### src/rtl/wino_tile_accum.sv
// wino_tile_accum: sums PE 6x6 tiles over num_ch_i beats into a one-deep valid/ready buffer; define WINO_ACC_SAT_EN to saturate instead of wrap.
module wino_tile_accum #(
  parameter int ACC_W = 20
) (
  input  logic                    clk,
  input  logic                    reset,
  input  logic signed [11:0]      result_tile_i [0:5][0:5],
  input  logic                    result_valid_i,
  input  logic [7:0]              result_od_i,
  input  logic [8:0]              result_x_index_i,
  input  logic [8:0]              result_y_index_i,
  input  logic [7:0]              num_ch_i,
  output logic signed [ACC_W-1:0] acc_tile_o [0:5][0:5],
  output logic [7:0]              acc_od_o,
  output logic [8:0]              acc_x_index_o,
  output logic [8:0]              acc_y_index_o,
  output logic                    acc_valid_o,
  input  logic                    acc_ready_i,
  output logic                    busy_o,
  output logic                    overflow_o,
  output logic                    tag_err_o
);
  typedef enum logic {IDLE, ACCUM} state_t;
`ifdef WINO_ACC_SAT_EN
  localparam int XW = ACC_W + 1;
`else
  localparam int XW = ACC_W;
`endif
  state_t state;
  logic signed [ACC_W-1:0] acc [0:5][0:5];
  logic signed [ACC_W-1:0] sum [0:5][0:5];
  logic [7:0] cnt, tgt, tgt_new, od_q, od_c;
  logic [8:0] x_q, y_q, x_c, y_c;
  logic in_acc, done, load, tag_mis;
  always_comb begin
    in_acc  = state == ACCUM;
    tgt_new = num_ch_i == 8'd0 ? 8'd1 : num_ch_i;
    done    = result_valid_i && (in_acc ? {1'b0, cnt} + 9'd1 == {1'b0, tgt} : tgt_new == 8'd1);
    load    = done && (!acc_valid_o || acc_ready_i);
    tag_mis = in_acc && result_valid_i &&
              (result_od_i != od_q || result_x_index_i != x_q || result_y_index_i != y_q);
    od_c    = in_acc ? od_q : result_od_i;
    x_c     = in_acc ? x_q : result_x_index_i;
    y_c     = in_acc ? y_q : result_y_index_i;
  end
  for (genvar i = 0; i < 6; i++) begin : g_r
    for (genvar j = 0; j < 6; j++) begin : g_c
      logic signed [XW-1:0] wide;
      assign wide = (in_acc ? XW'(acc[i][j]) : XW'(0)) + XW'(result_tile_i[i][j]);
`ifdef WINO_ACC_SAT_EN
      // the extra top bit disagrees with the sign bit exactly when the add left range
      assign sum[i][j] = wide[XW-1] != wide[XW-2] ?
                         {wide[XW-1], {(ACC_W-1){~wide[XW-1]}}} : wide[ACC_W-1:0];
`else
      assign sum[i][j] = wide;
`endif
    end
  end
  always_ff @(posedge clk) begin
    if (!reset) begin
      state         <= IDLE;
      cnt           <= '0;
      tgt           <= '0;
      od_q          <= '0;
      x_q           <= '0;
      y_q           <= '0;
      acc_od_o      <= '0;
      acc_x_index_o <= '0;
      acc_y_index_o <= '0;
      acc_valid_o   <= 1'b0;
      busy_o        <= 1'b0;
      overflow_o    <= 1'b0;
      tag_err_o     <= 1'b0;
      for (int i = 0; i < 6; i++)
        for (int j = 0; j < 6; j++) begin
          acc[i][j]        <= '0;
          acc_tile_o[i][j] <= '0;
        end
    end else begin
      if (result_valid_i) begin
        state  <= done ? IDLE : ACCUM;
        busy_o <= !done;
        cnt    <= done ? 8'd0 : cnt + 8'd1;
        for (int i = 0; i < 6; i++)
          for (int j = 0; j < 6; j++)
            acc[i][j] <= done ? '0 : sum[i][j];
        if (!in_acc) begin
          tgt  <= tgt_new;
          od_q <= result_od_i;
          x_q  <= result_x_index_i;
          y_q  <= result_y_index_i;
        end
      end
      if (load) begin
        acc_tile_o    <= sum;
        acc_od_o      <= od_c;
        acc_x_index_o <= x_c;
        acc_y_index_o <= y_c;
      end
      acc_valid_o <= load || (acc_valid_o && !acc_ready_i);
      overflow_o  <= overflow_o || (done && !load);
      tag_err_o   <= tag_err_o || tag_mis;
    end
  end
endmodule

### config.mk
export PLATFORM = sky130hd
export DESIGN_NAME = wino_tile_accum
export DESIGN_NICKNAME = d
export VERILOG_FILES = /design/src/rtl/wino_tile_accum.sv
export SDC_FILE = /design/constraint.sdc
export NUM_CORES = 2
export LEC_CHECK = 0
export ABC_CLOCK_PERIOD_IN_PS = 30000
export BUFFER_PORTS_ARGS = -buffer_cell sky130_fd_sc_hd__buf_2
export CAP_MARGIN = 5
export CORE_AREA = 2 2 478 480
export CTS_CLUSTER_SIZE = 24
export DETAILED_ROUTE_END_ITERATION = 10
export DIE_AREA = 0 0 480 482
export PLACE_DENSITY = 0.62
export SYNTH_ARGS = -nofsm -noshare
export SYNTH_HDL_FRONTEND = slang
export SYNTH_SLANG_ARGS = --single-unit
### constraint.sdc
create_clock -name clk -period 30 [get_ports clk]
set_input_delay 1.5 -clock clk [delete_from_list [all_inputs] [get_ports clk]]
set_output_delay 1.5 -clock clk [all_outputs]
set_load 0.02 [all_outputs]
---- Word level (Yosys, flattened, before mapping) ----
Memory sizes are Yosys's and may differ from the RTL's.
Index checks and enable logic that the tools add are counted.
storage, ports and cells
  bits in writable memories ............... 720
  output and inout port bits .............. 750
  word-level logic and storage cells ...... 267
  register bits ........................... 793
  memories kept ........................... 1
  input bits .............................. 470
memories
  name  depth  width  read ports  clocked after Yosys merged registers in  write ports  line  text
  acc   6      120    6           0                                        6            30    logic signed [ACC_W-1:0] acc [0:5][0:5];
cells by class
  $add $sub $neg .......................... 38
  muxes and demuxes ....................... 119
  bitwise gates (word level) .............. 37
  equality and inequality tests ........... 5
  reduce and logical (&&, ||, !) cells .... 18
operators with widths
  cell                   count
  $mux W20               108
  $add A20 B12 Y20       36
  $or A1 B1 Y1           36
  $mux W8                3
  $mux W9                2
  $ne A9 B9 Y1           2
  $add A8 B1 Y9 const B  1
  $eq A9 B8 Y1           1
  $add A8 B1 Y8 const B  1
  $eq A8 B1 Y1 const B   1
  $logic_not A8 Y1       1
  $ne A8 B8 Y1           1
  $logic_and A1 B1 Y1    6
  $logic_or A1 B1 Y1     6
  $mux W1                6
  $logic_not A1 Y1       4
  $reduce_and A2 Y1      1
  $not A1 Y1             1

---- Depth between registers and ports, before layout ----
  word-level depth ........................ 9
  mapped depth ............................ 17
  depth with buffers taken out ............ 12

---- Least setup slack after synthesis ----
Ideal clock, no wire load.
  path kind ............................... input -> register
  start point ............................. in reset
  end point ............................... reg cnt[4]
  arrival ................................. 17.681 ns
  cell stages on the path ................. 8
  data required time ...................... 29.864 ns
  slack ................................... 12.184 ns
  setup time .............................. 0.136 ns
  path through ............................ clkbuf_1 > inv_1 > clkbuf_1 > nor2_1 > inv_1 > o21ai_0 > nand2_1 > o31ai_1
RTL lines
  item                  line  text
  from (decl)           6     input logic reset,
  to (signal assigned)  83    cnt <= done ? 8'd0 : cnt + 8'd1;
  to (decl)             32    logic [7:0] cnt, tgt, tgt_new, od_q, od_c;

==> flow_metrics.tcl <==
set metrics [dict create \
    p_per_area_nw_per_um2 52.25 \
    drive_gt1_frac 0.1484 \
    maxCapViolations 0 \
    synth_edf_count 720 \
    htree_levels 4 \
    overflow 0 \
    fill_cells 21950 \
    grt_max_degree 175 \
    tns_ps 0 \
    nNetsFinal 12190 \
    critPathLaunch "busy_o$_SDFFE_PN0P_" \
    yosys-top-cells-count "1176 x nand2_1, 1037 x and2_1, 977 x a21oi_1, 924 x nor2_1, 792 x dfxtp_1" \
    setup_viol 0 \
    rows 175 \
    netlist_instances 10020 \
    port_buffers 1219 \
    min_path_type "reg -> reg" \
    path_clk_slew_ps 60 \
    async_flop_share 0 \
    finalMaxSlewViolations 0 \
    yosys_register_bits 1512 \
    max-vdd-ir-drop_v 0.00005351 \
    worstSetupEndpointType "flop" \
    fin_cells 14220 \
    antenna_found_initial 104 \
    wl_mm 323.1 \
    cts_tree "done" \
    fmax_ghz 0.1801 \
    clock_sinks 1512 \
    cts_root_buf "clkbuf_16" \
    r2r_cells 12 \
    hold_end "acc_tile_o[44]$_SDFFE_PN0P_" \
    ant_nets 0 \
    ctsResizeCount 0 \
    post-dp-hpwl_mm 229.9 \
    die_area_um2 231400 \
    synth_area_per_cell_um2 8.972 \
    yosysMostFrequentCell "nand2_1" \
    synthesis.nets 11210 \
    worst_pin_slew_ps 1358 \
    grt_pass1_vias 75170 \
    core_area_um2 226400 \
    cts-buffers-inserted 177 \
    critPathMaxFanout 130 \
    cts_buffer_depth 3 \
    worstHoldPathCells 2 \
    dr.pass1.iters 8 \
    min_from "acc_tile_o[44]$_SDFFE_PN0P_" \
    fin_crit_ps 5553 \
    start_util 0.3970 \
    yosys.area.top_type "edfxtp_1" \
    routedWlPerCell_um 22.72 \
    status "complete, no violations" \
    worstPathRequired_ps 30570 \
    syn2layout_area_growth_pct 16.31 \
    drc 0 \
    io_pins 1220 \
    slew_headroom 0.09482 \
    gp_congestion 0.9522 \
    timing.rr.end "acc[0][16]$_SDFFCE_PP0P_" \
    yosysTopAreaCellShare 0.2405 \
    grt_usage 0.2675 \
    rsz0062_at_grt "no" \
    fin_crit_sh 0.1851 \
    netlist_area_um2 89880 \
    r2r-start "busy_o$_SDFFE_PN0P_" \
    r2r_slack_ps 24450 \
    leakage_nw 45.28 \
    synth.distinct_cells 85 \
    hold_buffers 0 \
    synth_flop_cell "dfxtp_1" \
    crit_arrival_ps 6120 \
    power_w 0.005462 \
    skew_ps 40.44 \
    cts_setup_buffers 0 \
    vias 78550 \
    drt_iter0_markers 5770 \
    worst-setup-path-type "reg -> reg" \
    yosys_warnings 0 \
    vias_per_cell 5.523 \
    final_hold_viol_count 0 \
    worstSetupStartpointType "flop" \
    die_w_um 480 \
    clk_latency_ps 850 \
    ys_top_cells_by_area "edfxtp_1 24%, dfxtp_1 18%, ha_1 9.5%" \
    yosysSeqAreaShare 0.4169 \
    place_inst 13820 \
    grt_first_pass_wirelength_mm 474.1 \
    die_h_um 482 \
]
-- sequential cells by signal (all words and copies together) (netlist names) --
signal / flops
tag_err_o: 1
od_q: 8
busy_o: 1
acc: 720
y_q: 9
x_q: 9
acc_y_index_o: 9
overflow_o: 1
tgt: 8
acc_tile_o: 720
acc_x_index_o: 9
acc_od_o: 8
acc_valid_o: 1
cnt: 8
-- per-stage QoR --
step           hold slack (ps)  area [µm²]  utilization  worst slack [ps]
6_report                 445.7      104500       0.4618             24450
5_1_grt                  462.2      104400       0.4613             24110
4_1_cts                  448.9      104400       0.4610             24350
3_5_place_dp             441.1       98490       0.4350             23630
3_3_place_gp             434.7       98490       0.4350             23750
2_1_floorplan            444.6       89890            -             12180
-- power breakdown --
part           switching, W  internal [W]
Sequential        0.0000339       0.00228
Combinational      0.000591      0.000340
Clock              0.000946       0.00127
Total               0.00157       0.00389
-- layout make-up --
class | instances | area [µm²] | share of cell area
multi-input cells | 7857 | 49910 | 0.4774
flip-flops and latches | 1512 | 37480 | 0.3585
repair buffers | 1272 | 6671 | 0.06381
clock buffers | 260 | 5255 | 0.05027
well taps | 3009 | 3765 | 0.03601
inverters | 174 | 668.1 | 0.006391
clock inverters | 72 | 630.6 | 0.006032
diodes | 67 | 167.7 | 0.001604
-- worst max path at each step --
stage                     slack [ps]                            to  cells past startpoint
final                          24450      acc[0][16]$_SDFFCE_PP0P_                     12
after floorplan                12180           cnt[4]$_SDFFE_PN0P_                      8
after CTS                      24350      acc[0][16]$_SDFFCE_PP0P_                     12
after detailed placement       23630      acc[5][19]$_SDFFCE_PP0P_                      9
after global placement         23750      acc[5][19]$_SDFFCE_PP0P_                      9
after global routing           24110  acc_tile_o[616]$_SDFFE_PN0P_                     13
-- logic make-up after synthesis --
group / share of synthesized area
AO/OA/AOI/OAI: 0.1721
XOR/XNOR: 0.06080
adder cells (fa/ha/maj): 0.1034
buffers and inverters: 0.02851
flip-flops: 0.4169
multiplexers: 0.003800
AND/OR/NAND/NOR: 0.2145
-- layout by cell type, fill, tap and decap left out, types with 17 or more instances in the layout --
cell       instances
fa_1              36
xor2_1           219
or3_1             59
clkbuf_8          28
dfxtp_1          791
clkbuf_1          44
o211ai_1          67
clkbuf_16        188
diode_2           67
o21ai_0          468
buf_4             40
o21bai_1         102
xnor2_1          405
a31oi_1           91
a21o_1           209
or2_2             46
a31o_2            33
o21a_1            91
clkinv_2          35
and3_1            50
a41oi_1           25
nor3_1           133
buf_2           1218
a21oi_1          977
inv_1            172
and2_1          1037
edfxtp_1         720
nor2b_1          107
nand4_1           47
o31ai_1           21
or2_0             25
nand3_1          239
a211o_1           44
nor2_1           923
nand2_1         1175
mux2i_1           33
ha_1             685
a211oi_1         198
a311oi_1          17
nand2b_1          43
-- worst max-delay path, stage by stage (launching register included) --
cell,delay (ps)
dfxtp_4,740
buf_4,560
buf_12,430
buf_12,500
and2_1,220
ha_1,270
a21oi_1,270
o211ai_1,190
a2111oi_0,800
o21ai_0,420
a31oi_1,310
xnor2_1,210
and2_1,200
-- metal layers --
metal	part of all wire	wire length (µm)	track usage	vias to the layer above
li1	-	-	-	37480
met1	0.41	132100	0.3296	37670
met2	0.44	143600	0.4215	2659
met3	0.088	28380	0.07971	668
met4	0.057	18560	0.1413	68
met5	0.0013	436	0	-
Power figures use the tool's default switching activity.
